$ cat src/rtl/adc_frame_pack.sv
// adc_frame_pack: drains ADC sample bytes from the RX FIFO into one framed byte stream per start.
// Define ADC_FRAME_CHKSUM_EN to append an XOR checksum byte after the payload.
module adc_frame_pack #(
    parameter logic [7:0]  HEAD0   = 8'h55,
    parameter logic [7:0]  HEAD1   = 8'hAA,
    parameter logic [15:0] TIMEOUT = 16'd4095
) (
    input  logic       clk,
    input  logic       rst,
    input  logic       start,
    input  logic [9:0] adc_rx_len,
    input  logic [7:0] adc_cnt,
    input  logic [7:0] fifo_rxd,
    input  logic       fifo_empty,
    output logic       fifo_rd_en,
    output logic [7:0] txd,
    output logic       tx_valid,
    input  logic       tx_ready,
    output logic       busy,
    output logic       done,
    output logic       err
);
    localparam logic [2:0] IDLE = 3'd0;
    localparam logic [2:0] HEAD = 3'd1;
    localparam logic [2:0] DATA = 3'd2;
`ifdef ADC_FRAME_CHKSUM_EN
    localparam logic [2:0] CSUM = 3'd3;
`endif
    localparam logic [2:0] DONE = 3'd4;

    logic [2:0]  state_q, state_d;
    logic [9:0]  len_q, len_d;
    logic [7:0]  cnt_q, cnt_d;
    logic [17:0] payload_left_q, payload_left_d;
    logic [17:0] reads_left_q, reads_left_d;
    logic [2:0]  hdr_idx_q, hdr_idx_d;
    logic [7:0]  txd_q, txd_d;
    logic        tx_valid_q, tx_valid_d;
    logic        rd_pend_q, rd_pend_d;
    logic [7:0]  skid0_q, skid0_d, skid1_q, skid1_d;
    logic [1:0]  skid_cnt_q, skid_cnt_d;
    logic [15:0] timer_q, timer_d;
    logic        err_q, err_d;
`ifdef ADC_FRAME_CHKSUM_EN
    logic [7:0]  csum_q, csum_d;
`endif
    logic        xfer, out_free, pop, push, rd_en;
    logic [7:0]  hdr_next;
    logic [17:0] product;

    assign product = 18'(adc_cnt) * 18'(adc_rx_len);

    always_comb begin
        case (hdr_idx_q)
            3'd0:    hdr_next = HEAD1;
            3'd1:    hdr_next = cnt_q;
            3'd2:    hdr_next = {6'b0, len_q[9:8]};
            default: hdr_next = len_q[7:0];
        endcase
    end

    // A read is only issued if the skid buffer is guaranteed a slot when the byte returns.
    assign rd_en = (state_q == DATA) && !fifo_empty && (reads_left_q != 18'd0) &&
                   ((skid_cnt_q == 2'd0) || ((skid_cnt_q == 2'd1) && !rd_pend_q));

    always_comb begin
        state_d        = state_q;
        len_d          = len_q;
        cnt_d          = cnt_q;
        payload_left_d = payload_left_q;
        reads_left_d   = reads_left_q;
        hdr_idx_d      = hdr_idx_q;
        txd_d          = txd_q;
        tx_valid_d     = tx_valid_q;
        rd_pend_d      = 1'b0;
        skid0_d        = skid0_q;
        skid1_d        = skid1_q;
        skid_cnt_d     = skid_cnt_q;
        timer_d        = timer_q;
        err_d          = 1'b0;
`ifdef ADC_FRAME_CHKSUM_EN
        csum_d         = csum_q;
`endif
        xfer     = tx_valid_q && tx_ready;
        out_free = !tx_valid_q || tx_ready;
        pop      = 1'b0;
        push     = 1'b0;

        case (state_q)
            IDLE: begin
                if (start) begin
                    len_d          = adc_rx_len;
                    cnt_d          = adc_cnt;
                    payload_left_d = product;
                    reads_left_d   = product;
                    hdr_idx_d      = 3'd0;
                    txd_d          = HEAD0;
                    tx_valid_d     = 1'b1;
                    timer_d        = 16'd0;
                    skid_cnt_d     = 2'd0;
`ifdef ADC_FRAME_CHKSUM_EN
                    csum_d         = 8'h00;
`endif
                    state_d        = HEAD;
                end
            end
            HEAD: begin
                if (xfer) begin
                    if (hdr_idx_q == 3'd4) begin
                        tx_valid_d = 1'b0;
                        if (payload_left_q == 18'd0) begin
`ifdef ADC_FRAME_CHKSUM_EN
                            txd_d      = csum_q;
                            tx_valid_d = 1'b1;
                            state_d    = CSUM;
`else
                            state_d    = DONE;
`endif
                        end else begin
                            state_d = DATA;
                        end
                    end else begin
                        txd_d     = hdr_next;
                        hdr_idx_d = hdr_idx_q + 3'd1;
                    end
                end
            end
            DATA: begin
                rd_pend_d = rd_en;
                if (rd_en) begin
                    reads_left_d = reads_left_q - 18'd1;
                end
                // Output register takes the oldest byte: skid head first, then the returning FIFO byte.
                pop  = out_free && (skid_cnt_q != 2'd0);
                push = rd_pend_q && !(out_free && (skid_cnt_q == 2'd0));
                if (out_free) begin
                    if (skid_cnt_q != 2'd0) begin
                        txd_d      = skid0_q;
                        tx_valid_d = 1'b1;
                    end else if (rd_pend_q) begin
                        txd_d      = fifo_rxd;
                        tx_valid_d = 1'b1;
                    end else begin
                        tx_valid_d = 1'b0;
                    end
                end
                if (pop && push) begin
                    if (skid_cnt_q == 2'd1) begin
                        skid0_d = fifo_rxd;
                    end else begin
                        skid0_d = skid1_q;
                        skid1_d = fifo_rxd;
                    end
                end else if (pop) begin
                    skid0_d    = skid1_q;
                    skid_cnt_d = skid_cnt_q - 2'd1;
                end else if (push) begin
                    if (skid_cnt_q == 2'd0) begin
                        skid0_d = fifo_rxd;
                    end else begin
                        skid1_d = fifo_rxd;
                    end
                    skid_cnt_d = skid_cnt_q + 2'd1;
                end
                if (xfer) begin
                    payload_left_d = payload_left_q - 18'd1;
`ifdef ADC_FRAME_CHKSUM_EN
                    csum_d = csum_q ^ txd_q;
`endif
                    if (payload_left_q == 18'd1) begin
`ifdef ADC_FRAME_CHKSUM_EN
                        txd_d      = csum_q ^ txd_q;
                        tx_valid_d = 1'b1;
                        state_d    = CSUM;
`else
                        tx_valid_d = 1'b0;
                        state_d    = DONE;
`endif
                    end
                end
                if (rd_en) begin
                    timer_d = 16'd0;
                end else if (fifo_empty && (reads_left_q != 18'd0) && !rd_pend_q) begin
                    if (timer_q == TIMEOUT - 16'd1) begin
                        timer_d    = 16'd0;
                        tx_valid_d = 1'b0;
                        skid_cnt_d = 2'd0;
                        err_d      = 1'b1;
                        state_d    = IDLE;
                    end else begin
                        timer_d = timer_q + 16'd1;
                    end
                end else begin
                    timer_d = 16'd0;
                end
            end
`ifdef ADC_FRAME_CHKSUM_EN
            CSUM: begin
                if (xfer) begin
                    tx_valid_d = 1'b0;
                    state_d    = DONE;
                end
            end
`endif
            DONE: begin
                state_d = IDLE;
            end
            default: begin
                state_d = IDLE;
            end
        endcase
    end

    always_ff @(posedge clk or posedge rst) begin
        if (rst) begin
            state_q        <= IDLE;
            len_q          <= 10'd0;
            cnt_q          <= 8'd0;
            payload_left_q <= 18'd0;
            reads_left_q   <= 18'd0;
            hdr_idx_q      <= 3'd0;
            txd_q          <= 8'h00;
            tx_valid_q     <= 1'b0;
            rd_pend_q      <= 1'b0;
            skid0_q        <= 8'h00;
            skid1_q        <= 8'h00;
            skid_cnt_q     <= 2'd0;
            timer_q        <= 16'd0;
            err_q          <= 1'b0;
`ifdef ADC_FRAME_CHKSUM_EN
            csum_q         <= 8'h00;
`endif
        end else begin
            state_q        <= state_d;
            len_q          <= len_d;
            cnt_q          <= cnt_d;
            payload_left_q <= payload_left_d;
            reads_left_q   <= reads_left_d;
            hdr_idx_q      <= hdr_idx_d;
            txd_q          <= txd_d;
            tx_valid_q     <= tx_valid_d;
            rd_pend_q      <= rd_pend_d;
            skid0_q        <= skid0_d;
            skid1_q        <= skid1_d;
            skid_cnt_q     <= skid_cnt_d;
            timer_q        <= timer_d;
            err_q          <= err_d;
`ifdef ADC_FRAME_CHKSUM_EN
            csum_q         <= csum_d;
`endif
        end
    end

    assign fifo_rd_en = rd_en;
    assign txd        = txd_q;
    assign tx_valid   = tx_valid_q;
    assign busy       = (state_q != IDLE) && (state_q != DONE);
    assign done       = (state_q == DONE);
    assign err        = err_q;
endmodule
$ cat config.mk
export PLATFORM = sky130hd
export DESIGN_NAME = adc_frame_pack
export DESIGN_NICKNAME = d
export VERILOG_FILES = /design/src/rtl/adc_frame_pack.sv
export SDC_FILE = /design/constraint.sdc
export NUM_CORES = 1
export LEC_CHECK = 0
export ABC_CLOCK_PERIOD_IN_PS = 9660
export CORE_MARGIN = 5
export CORE_UTILIZATION = 30
export CTS_CLUSTER_DIAMETER = 80
export DETAILED_ROUTE_END_ITERATION = 8
export PLACE_DENSITY_LB_ADDON = 0.25
export SLEW_MARGIN = 40
export SYNTH_ARGS = -nofsm -noshare
export SYNTH_HDL_FRONTEND = slang
export SYNTH_SLANG_ARGS = --single-unit
$ cat constraint.sdc
create_clock -name clk -period 9.66 [get_ports clk]
set_input_delay 1.932 -clock clk [delete_from_list [all_inputs] [get_ports clk]]
set_output_delay 1.932 -clock clk [all_outputs]
set_load 0.1 [all_outputs]
### After elaboration in Yosys (flattened, before gate mapping)

Index checks and enable logic that the tools add are counted.

* flip-flop bits (word level): 105
* input port bits: 31
* output and inout bits: 13
* logic and storage cells: 150

* $add $sub $neg: 6
* multipliers: 1
* eq/ne operators: 21
* multiplexer cells: 67
* reductions and logical operators: 41

Operator list (number)
* $mux W8: 16
* $pmux W18 S2: 2
* $mux W16: 4
* $mux W18: 3
* $pmux W8 S3: 2
* $mux W3: 12
* $sub A18 B1 Y18 const B: 2
* $pmux W16 S2: 1
* $eq A18 B1 Y1 const B: 1
* $logic_not A18 Y1: 1
* $mul A8 B10 Y18: 1
* $reduce_bool A18 Y1: 1
* $add A16 B1 Y16 const B: 1
* $eq A16 B12 Y1 const B: 1
* $mux W1: 16
* $ne A2 B2 Y1 const B: 8
* $mux W2: 7
* $logic_and A1 B1 Y1: 12
* $reduce_and A3 Y1: 4
* $reduce_bool A3 Y1: 4
* $pmux W3 S3: 1
* $reduce_and A4 Y1: 2
* $reduce_bool A2 Y1: 4
* $eq A3 B1 Y1 const B: 2
* other kinds (19): 28

### Logic depth before layout (Yosys ltp)

Gate-level depths: netlist of the first run.

* word-level depth: 12
* depth in mapped cells: 18
* mapped depth without buffers: 16

### Least setup slack after synthesis of the first run

No wires, ideal clock.

* kind: input to register
* from: input adc_cnt[7]
* to: register reads_left_q[15]
* library setup time: 0.126 ns
* arrival: 6.088 ns
* setup slack: 3.446 ns
* cell stages on the path: 16
* path through: buf_1 -> and2_1 -> fa_1 -> fa_1 -> fa_1 -> inv_1 -> fa_1 -> inv_1 -> ha_1 -> clkbuf_1 -> a21oi_1 -> o21ai_0 -> a211o_1 -> o211ai_1 -> xnor2_1 -> a221o_1

* cells in the longest elaborated chain, start to end: 3

RTL lines
* start: declaration: line 12 `input logic [7:0] adc_cnt,`
* $mul A8 B10 Y18: line 51 `assign product = 18'(adc_cnt) * 18'(adc_rx_len);`
* $mux W18: line 91 `if (start) begin`
* $pmux W18 S2: line 89 `case (state_q)`
* end signal: assignment: line 238 `reads_left_q <= reads_left_d;`
* end: declaration: line 35 `logic [17:0] reads_left_q, reads_left_d;`

Every way passes these cells. The select of a mux whose other input is x is not followed.
A chain may end at the register's enable or synchronous reset.

### Worst setup path in the final report of the first run

Same ends and word-level chain as after synthesis.

==> results of run 1 <==
==> layout by cell type (no fill, tap or decap), types with 9 or more instances in the layout <==
master / synthesis / routed
a21o_1: 11 / 11
a21oi_1: 51 / 50
a31oi_1: 14 / 14
and2_1: 73 / 73
buf_2: 2 / 15
clkbuf_16: 0 / 9
clkdlybuf4s50_1: 0 / 30
dfrtp_1: 105 / 105
fa_1: 48 / 48
ha_1: 50 / 50
inv_1: 77 / 76
mux2i_1: 19 / 19
nand2_1: 137 / 136
nand2b_1: 9 / 9
nand3_1: 26 / 26
nor2_1: 55 / 54
nor3_1: 21 / 21
nor4_1: 11 / 11
o211ai_1: 10 / 10
o21ai_0: 86 / 86
==> sequential cells by signal (all words and copies together), names as in the netlist, 2 cells and up <==
signal	flops
len_q	10
skid0_q	8
cnt_q	8
skid_cnt_q	2
timer_q	16
payload_left_q	18
state_q	3
txd	8
hdr_idx_q	3
reads_left_q	18
skid1_q	8
==> worst paths after layout <==
path / start / endpoint / depth (start not counted)
min in group asynchronous: rst / timer_q[3]$_DFFE_PP0P_ / 2
hold / removal: txd[4]$_DFFE_PP0P_ / txd[4]$_DFFE_PP0P_ / 1
max in group asynchronous: rst / reads_left_q[4]$_DFFE_PP0P_ / 3
hold reg to reg: txd[4]$_DFFE_PP0P_ / txd[4]$_DFFE_PP0P_ / 1
setup reg to reg: reads_left_q[11]$_DFFE_PP0P_ / reads_left_q[8]$_DFFE_PP0P_ / 8
setup / recovery: adc_cnt[7] / reads_left_q[15]$_DFFE_PP0P_ / 15
==> logic make-up after synthesis <==
kind of cell,share of synthesized area
DFF,0.310
buffers and inverters,0.0560
muxes,0.0330
adders and majority gates,0.187
and+or+nand+nor,0.229
AOI/OAI and AO/OA,0.171
xor gates and xnor gates,0.0144
==> power by group <==
group | leakage (nW) | internal, mW | switching, mW
Sequential | 1.33 | 0.606 | 0.148
Clock | 0.142 | 0.205 | 0.179
Combinational | 2.77 | 0.550 | 0.990
Total | 4.24 | 1.36 | 1.32
==> critical path: stages <==
cell and delay [ns]:
clkdlybuf4s50_1 0.63, and2_1 0.30, fa_1 0.50, fa_1 0.53, fa_1 0.54, inv_1 0.05, fa_1 0.52, inv_1 0.05
ha_1 0.41, a21oi_1 0.11, o21ai_0 0.49, a211o_1 0.22, o211ai_1 0.09, xnor2_1 0.18, a221o_1 0.37
==> cell type report <==
class,count,area [um2],area share
inverters,78,295,0.0310
clock inverters,6,73.8,0.00776
repair buffers,50,417,0.0438
clock buffers,10,229,0.0241
flip-flops and latches,105,2630,0.276
well taps,378,473,0.0497
multi-input cells,757,5400,0.567
==> metrics by stage <==
stage                     hold WS, ns  utilization  cell area [um2]  worst slack [ns]
after floorplan                 0.446            -             8490              3.45
after global placement          0.464        0.332             9260              2.73
after detailed placement        0.465        0.331             9210              2.67
after CTS                       0.482        0.342             9510              3.04
after global routing            0.502        0.342             9510              2.71
final                           0.477        0.342             9510              2.96
==> metal layers <==
layer,global-route usage,up-vias
met3,0.0199,23
met4,0.0345,0
li1,-,3421
met1,0.191,3438
met2,0.246,96
met5,0,-
==> out/results.txt, run 1 <==
Status = completed
Synth Register Bits = 105
WL/cell = 16.0 um
Net count reported at finish = 1130
Hold buffer count at CTS = 0
# clock sinks = 105
# diodes = 0
Mean Syn Cell Area = 8.64 um2
# rows = 61
DR DRC count = 0
Post-CTS Setup Bufs = 0
Die width = 178 um
Biggest area consumer among synthesized cells = dfrtp_1
Synth cell types = 75
CTS max path bufs = 2
H-tree Lvls = 3
Fin cells = 1384
Register clock-pin slew on the reported worst setup and hold paths = 0.08 ns
Max frequency = 0.149 GHz
Ys flop type = dfrtp_1
Tot Pwr = 2.68 mW
Pre-antenna DRT Iters = 5
Required time of the critical path = 9.90 ns
Tcrit/Tclk final = 0.694
Placed Instances = 1368
I/O Pins = 44
Gpl congestion = 0.806
Yosys top cell area share = 0.310
Post-Syn Area = 8490 um2
Clock skew = 0.0124 ns
Leak pwr = 4.24 nW
Fraction of layout cells with a size suffix above 1 = 0.0666
Worst slew pin tran = 0.741 ns
Synth cell count leaders = 137 x nand2_1, 105 x dfrtp_1, 86 x o21ai_0
Die area = 31800 um2
Peak supply drop = 0.181 mV
Post_cts resized = 0
Arrival @ worst endpoint = 6.94 ns
Initial antenna violation count = 0
Vias = 6978
Initial Util = 0.305
Top post-synthesis cells by area = dfrtp_1 31%, fa_1 11%, ha_1 7.4%
Initial DRC Count = 287
Ys Warns = 0
Clock buffer count from CTS = 9
CP Max Fanout = 11
Critical path startpoint category = input port
Final hold violation count = 0
First-pass GRT wire length = 36500 um
WL met1 = 10300 um
Global route total overflow = 0
Ys async rst share = 1.00
Clock Latency Late Sink = 0.36 ns
Sequential area share after synthesis = 0.310
Routed met2 length = 10800 um
Max-slew violations = 0
Hpwl dp = 16500 um
CP endpoint kind = register
CTS root buf = clkbuf_16
CTS tree = built
Area Overhead vs Synth = 12.1%
EDFF count, synth = 0
Detailed-route wire length = 22100 um
Die height = 178 um
Gr usage total = 0.143
Minimum clock period = 6.70 ns
Syn nets = 1112
RSZ-0062 raised after global routing = no
Largest net degree at the start of global routing = 65
Top layer in use = met4
Routed vias/inst = 5.04
Most frequent cell after synthesis = nand2_1
Critical path type = input port to register
Worst Hold Class = register to register
# setup viols final = 0
Rel. slew slack = 0.506
Power per cell area = 281 nW/um2
Core ar. = 27900 um2
ANT nets after route = 0
Met3 WL = 615 um
Fillers = 2924
Total Negative Setup Slacks = 0 ns
Number of global-route vias before repair = 6917
Gate Count Post-Synth = 983
R2R Setup Slk = 6.84 ns
Port Buf Inserts = 43
Max-cap violations = 0
No activity file was read; power rests on OpenSTA's default activity.
==> inputs of run 2 (changes only) <==
--- a/config.mk
+++ b/config.mk
@@ -5,7 +5,7 @@
 export SDC_FILE = /design/constraint.sdc
 export NUM_CORES = 1
 export LEC_CHECK = 0
-export ABC_CLOCK_PERIOD_IN_PS = 9660
+export ABC_CLOCK_PERIOD_IN_PS = 5440
 export CORE_MARGIN = 5
 export CORE_UTILIZATION = 30
 export CTS_CLUSTER_DIAMETER = 80
==> constraint.sdc (replaced) <==
create_clock -name clk -period 5.44 [get_ports clk]
set_input_delay 1.088 -clock clk [delete_from_list [all_inputs] [get_ports clk]]
set_output_delay 1.088 -clock clk [all_outputs]
set_load 0.1 [all_outputs]
==> out/results.txt, run 2 (synthesis results as in run 1) <==
Largest net degree at the start of global routing = 79 (+22%)
Biggest regs = payload_left_q: 18 flops, reads_left_q: 18 flops, timer_q: 16 flops
FF/Latch Area = 2630 um2 (unchanged)
Gpl congestion = 0.820 (+1.7%)
Status = completed
Final hold violation count = 0 (unchanged)
Critical path endpoint = reads_left_q[15]$_DFFE_PP0P_
# clock sinks = 105 (unchanged)
Initial DRC Count = 403 (+40%)
Most common cell after layout, fill and taps aside = nand2_1
Routed vias/inst = 4.92 (-2.4%)
CP endpoint kind = register
Initial Util = 0.305 (unchanged)
Minimum clock period = 5.27 ns
Max frequency = 0.190 GHz
Final Util = 0.363 (+0.0210)
Pre-antenna DRT Iters = 4 (-1)
Cell Chain, Critical Path = clkdlybuf4s50_1 -> buf_6 -> and2_1 -> fa_1 -> fa_1 -> ha_1 -> inv_1 -> fa_1 -> inv_1 -> ha_1 -> nor2b_1 -> o211a_1 -> o31a_1 -> o211ai_1 -> xnor2_1 -> a221o_1
CP peak stage delay = 0.54 ns (-0.09 ns)
Core ar. = 27900 um2 (unchanged)
Number of global-route vias before repair = 7073 (+2.3%)
Register clock-pin slew on the reported worst setup and hold paths = 0.08 ns (about the same)
FF-to-FF End = reads_left_q[11]$_DFFE_PP0P_
Max-slew violations = 0 (unchanged)
Worst Hold Class = register to register
Most frequent cells in the layout = 136 x nand2_1, 105 x dfrtp_1, 82 x o21ai_0
I/O Pins = 44 (unchanged)
ANT nets after route = 0 (unchanged)
Multi-input gate area = 5470 um2 (+1.2%)
CTS max path bufs = 2 (unchanged)
# setup viols final = 0 (unchanged)
H-tree Lvls = 3 (unchanged)
Die width = 178 um (unchanged)
CTS tree = built
Fillers = 2911 (-0.44%)
Critical path startpoint category = input port
Gr usage total = 0.144 (+0.00130)
Detailed-route wire length = 22200 um (+0.60%)
Max-cap violations = 0 (unchanged)
Met3 WL = 711 um (+16%)
R2R Setup Slk = 2.63 ns (-4.21 ns)
Top cell by count, worst path = fa_1
# diodes = 0 (unchanged)
# rows = 61 (unchanged)
Power per cell area = 507 nW/um2 (+80%)
Peak supply drop = 0.443 mV (+140%)
Top layer in use = met4
Tcrit/Tclk final = 0.969
Critical path type = input port to register
Required time of the critical path = 5.68 ns (-4.22 ns)
Hpwl dp = 16900 um (+2.7%)
DR DRC count = 0 (unchanged)
Worst reg2reg path startpoint = state_q[0]$_DFFE_PP0P_
CP Max Fanout = 9 (-2)
CP Depth = 16 (+1)
WL/cell = 15.3 um (-4.1%)
Die area = 31800 um2 (unchanged)
Clock Latency Late Sink = 0.36 ns (about the same)
Critical path's top delay family = adder cells
Arrival @ worst endpoint = 5.52 ns (-1.42 ns)
Vias = 7143 (+2.4%)
Initial antenna violation count = 0 (unchanged)
Buf/Inv on CP = 4 (+1)
Worst slew pin tran = 0.720 ns (-0.0207 ns)
WL met1 = 10300 um (+0.58%)
Total Negative Setup Slacks = 0 ns (unchanged)
Rel. slew slack = 0.520 (+0.0138)
Area Overhead vs Synth = 19.0%
Clock buffer count from CTS = 9 (unchanged)
Port Buf Inserts = 43 (unchanged)
Net count reported at finish = 1198 (+6.0%)
Worst reg-to-reg path cell count = 8 (unchanged)
Die height = 178 um (unchanged)
CP startpoint = adc_rx_len[0]
CTS root buf = clkbuf_16
Routed met2 length = 10800 um (about the same)
Global route total overflow = 0 (unchanged)
Leak pwr = 4.66 nW (+9.9%)
Fraction of layout cells with a size suffix above 1 = 0.139 (+0.0721)
CP max-delay cell = fa_1
Clock skew = 0.00608 ns (-0.00632 ns)
First-pass GRT wire length = 36900 um (+1.3%)
==> run 2: cell count changes in the layout (fill, tap and decap cells not counted), sizes merged <==
cell and change:
clkbuf -1, clkdlybuf4s50 -12, buf +68, clkinv +2
dlygate4sd2 +3, bufinv -1, dlymetal6s2s +9
==> run 2: worst min-delay path by stage <==
stage                                       start  cells after the start  slack, ns                 endpoint
final                          txd[4]$_DFFE_PP0P_                      1       0.48       txd[4]$_DFFE_PP0P_
after global routing      timer_q[15]$_DFFE_PP0P_                      1       0.50  timer_q[15]$_DFFE_PP0P_
after CTS                 timer_q[15]$_DFFE_PP0P_                      1       0.48  timer_q[15]$_DFFE_PP0P_
after detailed placement       txd[7]$_DFFE_PP0P_                      2       0.47       txd[7]$_DFFE_PP0P_
after global placement     skid0_q[3]$_DFFE_PP0P_                      2       0.46   skid0_q[3]$_DFFE_PP0P_
after floorplan              len_q[3]$_DFFE_PP0P_                      2       0.45     len_q[3]$_DFFE_PP0P_
==> run 2: cell type report <==
type | instances | area share
well taps | 378 | 0.0468
flip-flops and latches | 105 | 0.260
multi-input cells | 757 | 0.541
clock inverters | 7 | 0.00619
clock buffers | 9 | 0.0223
repair buffers | 118 | 0.0939
inverters | 78 | 0.0295
==> run 2: metrics by stage <==
step	cell area, um2	setup WS [ns]	instances	power [mW]	hold slack (ns)
after floorplan	8490	0.0702	983	3.41	0.446
after global placement	9760	-0.460	1433	4.42	0.462
after detailed placement	9720	-0.503	1435	4.42	0.466
after CTS	10000	0.0172	1451	5.11	0.482
after global routing	10100	-0.00834	1452	5.60	0.496
final	10100	0.168	1452	5.12	0.483
==> run 2: per-layer routing <==
layer,vias up,track usage
met5,-,0
met4,0,0.0342
met3,23,0.0265
met2,105,0.238
met1,3457,0.197
li1,3558,-
==> run 2: timing repair <==
item	CTS	global route
pin swaps	0	10
endpoints found under the setup margin	11	18
gates resized for setup	6	24
hold buffers	0	0
setup buffers	0	1
==> run 2: power breakdown <==
group	internal [mW]	switching, mW	leakage, nW
Clock	0.321	0.324	0.137
Combinational	1.28	1.86	3.20
Sequential	1.08	0.259	1.33
==> run 2: worst register-to-register path: stages, from the launching register on <==
cell	delay, ns
dfrtp_1	0.46
nor2_1	0.21
and2_1	0.39
buf_4	0.39
nor2_2	0.07
buf_4	0.26
nor2_2	0.55
nor4_1	0.11
a221o_1	0.27
==> inputs of run 3 (changes only) <==
--- a/config.mk
+++ b/config.mk
@@ -5,7 +5,8 @@
 export SDC_FILE = /design/constraint.sdc
 export NUM_CORES = 1
 export LEC_CHECK = 0
-export ABC_CLOCK_PERIOD_IN_PS = 5440
+export ABC_AREA = 1
+export ABC_CLOCK_PERIOD_IN_PS = 5800
 export CORE_MARGIN = 5
 export CORE_UTILIZATION = 30
 export CTS_CLUSTER_DIAMETER = 80
==> constraint.sdc (replaced) <==
create_clock -name clk -period 5.8 [get_ports clk]
set_input_delay 1.16 -clock clk [delete_from_list [all_inputs] [get_ports clk]]
set_output_delay 1.16 -clock clk [all_outputs]
set_load 0.1 [all_outputs]
==> out/results.txt, run 3 <==
Fillers = 3216 (+10%)
Yosys top cell area share = 0.289 (-0.0208)
Total Negative Setup Slacks = 0 ns (unchanged)
Initial antenna violation count = 0 (unchanged)
Synth cell count leaders = 382 x nand2_1, 241 x inv_1, 127 x nor2_1
EDFF count, synth = 0 (unchanged)
Core ar. = 29800 um2 (+7.0%)
Worst Hold Class = register to register
Top post-synthesis cells by area = dfrtp_1 29%, nand2_1 16%, fa_1 11%
Hpwl dp = 17600 um (+3.8%)
Worst slew pin tran = 0.825 ns (+0.105 ns)
Compound-Gate Fraction of Synth Area = 0.0982 (-0.0728)
Part of the power in the clock network = 0.158 (+0.032)
Minimum clock period = 5.35 ns
Sequential area share after synthesis = 0.289 (-0.0208)
Register clock-pin slew on the reported worst setup and hold paths = 0.08 ns (about the same)
Vias = 7971 (+12%)
Combinational share of power = 0.575 (-0.038)
ANT nets after route = 0 (unchanged)
WHS = 0.475 ns (-0.00720 ns)
Ys flop type = dfrtp_1
Area Overhead vs Synth = 12.6%
Clock buffer count from CTS = 9 (unchanged)
Largest family of logic cells by synthesized area = simple AND/OR/NAND/NOR gates
Post_cts resized = 0 (-6)
Power per cell area = 459 nW/um2 (-9.5%)
Initial Util = 0.305 (+0.000670)
Routed vias/inst = 4.60 (-6.4%)
# clock sinks = 105 (unchanged)
Clock skew = 0.0144 ns (+0.00835 ns)
Detailed-route wire length = 22800 um (+2.6%)
CTS max path bufs = 2 (unchanged)
WL/cell = 13.2 um (-14%)
# diodes = 0 (unchanged)
Initial DRC Count = 505 (+25%)
Max frequency = 0.187 GHz
Post-CTS Setup Bufs = 0 (unchanged)
Power Internal = 2.28 mW (-15%)
H-tree Lvls = 3 (unchanged)
Biggest area consumer among synthesized cells = dfrtp_1
Die area = 33900 um2 (+6.8%)
I/O Pins = 44 (unchanged)
Syn nets = 1441 (+30%)
Simple-gate share of the synthesized area = 0.284 (+0.0549)
CTS tree = built
Fin cells = 1732 (+19%)
# rows = 63 (+3.3%)
Die height = 184 um (+3.3%)
Most frequent cells in the layout = 382 x nand2_1, 240 x inv_1, 127 x nor2_1
Most common cell after layout, fill and taps aside = nand2_1
Final hold violation count = 0 (unchanged)
Largest net degree at the start of global routing = 67 (-15%)
Gate Count Post-Synth = 1312 (+33%)
# setup viols final = 0 (unchanged)
Critical path startpoint category = input port
Leak pwr = 5.47 nW (+17%)
Sequential share of power = 0.267 (+0.006)
Arrival @ worst endpoint = 5.61 ns (+0.09 ns)
Most frequent cell after synthesis = nand2_1
Sw Ratio = 0.515 (+0.0372)
Critical path type = input port to register
Post-Synth Adder-Cell Area = 0.174 (-0.0125)
Die width = 184 um (+3.3%)
Number of global-route vias before repair = 7929 (+12%)
Clock Latency Late Sink = 0.37 ns (about the same)
Peak supply drop = 0.205 mV (-54%)
Placed Instances = 1716 (+20%)
Net count reported at finish = 1466 (+22%)
Xor/xnor share of the synthesized area = 0.0279 (+0.0135)
Port Buf Inserts = 43 (unchanged)
P_sw = 2.42 mW (-1.0%)
Required time of the critical path = 6.06 ns (+0.38 ns)
CP endpoint kind = register
DR DRC count = 0 (unchanged)
Gr usage total = 0.140 (-0.00414)
Max-slew violations = 0 (unchanged)
Mux share of post-synthesis cell area = 0 (-0.0330)
CTS root buf = clkbuf_16
Ys async rst share = 1.00 (unchanged)
Biggest regs = payload_left_q: 18 flops, reads_left_q: 18 flops, timer_q: 16 flops
Pre-antenna DRT Iters = 6 (+2)
Hold buffer count at CTS = 0 (unchanged)
Mean Syn Cell Area = 6.94 um2 (-20%)
Tcrit/Tclk final = 0.922
First-pass GRT wire length = 39400 um (+6.7%)
CP Max Fanout = 11 (+2)
Global route total overflow = 0 (unchanged)
Status = completed
Synth Register Bits = 105 (unchanged)
Synth cell types = 43 (-43%)
RSZ-0062 raised after global routing = no
Rel. slew slack = 0.448 (-0.0720)
Ys Warns = 0 (unchanged)
Post-Syn Area = 9100 um2 (+7.2%)
Fraction of layout cells with a size suffix above 1 = 0.0596 (-0.0791)
Gpl congestion = 0.842 (+2.7%)
Max-cap violations = 0 (unchanged)
[run 3: path summary, 6_finish.rpt]
path | slack (ns) | cells after the start | endpoint | from
max | 0.45 | 20 | reads_left_q[13]$_DFFE_PP0P_ | adc_cnt[4]
min | 0.48 | 2 | len_q[3]$_DFFE_PP0P_ | len_q[3]$_DFFE_PP0P_
max reg2reg | 3.18 | 6 | timer_q[9]$_DFFE_PP0P_ | state_q[2]$_DFFE_PP0P_
min reg2reg | 0.48 | 2 | len_q[3]$_DFFE_PP0P_ | len_q[3]$_DFFE_PP0P_
max in group asynchronous | 3.55 | 3 | len_q[9]$_DFFE_PP0P_ | rst
min in group asynchronous | 1.27 | 2 | skid_cnt_q[0]$_DFFE_PP0P_ | rst
[run 3: metrics by stage]
| stage | setup slack (ns) | total power, mW | instance area [um2] | utilization |
|---|---|---|---|---|
| 6_report | 0.454 | 4.70 | 10200 | 0.344 |
| 5_1_grt | 0.154 | 5.18 | 10200 | 0.344 |
| 4_1_cts | 0.466 | 4.75 | 10200 | 0.344 |
| 3_5_place_dp | 0.0770 | 3.98 | 9880 | 0.332 |
| 3_3_place_gp | 0.0183 | 4.00 | 9940 | 0.334 |
| 2_1_floorplan | 0.910 | 3.35 | 9100 | - |
[run 3: layer usage]
metal	track usage	vias up	wire, um
met5	0	-	0
met2	0.235	140	10500
li1	-	4079	-
met3	0.0201	17	874
met4	0.0293	0	272
met1	0.194	3735	11100
[run 3: cell type report]
type	count	area [um2]	area share
Inverter	250	948	0.0926
Clock buffer	9	225	0.0220
Timing Repair Buffer	61	500	0.0489
Tap cell	390	488	0.0476
Clock inverter	7	136	0.0133
Sequential cell	105	2630	0.256
Multi-Input combinational cell	910	5320	0.519
[run 3: cells by family (layout without fill, tap and decap cells)]
| logic type | after synthesis | count (layout) |
|---|---|---|
| simple gates | 624 | 624 |
| flops | 105 | 105 |
| buf+inv | 297 | 327 |
| xor+xnor | 29 | 29 |
| compound gates | 159 | 159 |
| fa+ha+maj | 98 | 98 |
[run 3: worst max-delay path: stages]
cell and delay [ns]:
clkdlybuf4s50_1 0.78, nand2_1 0.15, fa_1 0.51, fa_1 0.49, inv_1 0.05, fa_1 0.54
inv_1 0.06, fa_1 0.53, inv_1 0.04, ha_1 0.34, nand2_1 0.14, inv_1 0.05
nand2_1 0.06, nand3_1 0.16, nand2_1 0.12, nand3b_1 0.09, nand3_1 0.14, nand2_1 0.08
nand2_1 0.06, nand2_1 0.06
[run 3: power by group through the flow]
| stage | registers, mW | logic (mW) | clock network, mW |
|---|---|---|---|
| 2_1_floorplan | 1.42 | 1.93 | 0 |
| 3_3_place_gp | 1.27 | 2.73 | 0 |
| 3_5_place_dp | 1.26 | 2.72 | 0 |
| 4_1_cts | 1.25 | 2.73 | 0.765 |
| 5_1_grt | 1.29 | 3.09 | 0.792 |
| 6_report | 1.26 | 2.70 | 0.744 |
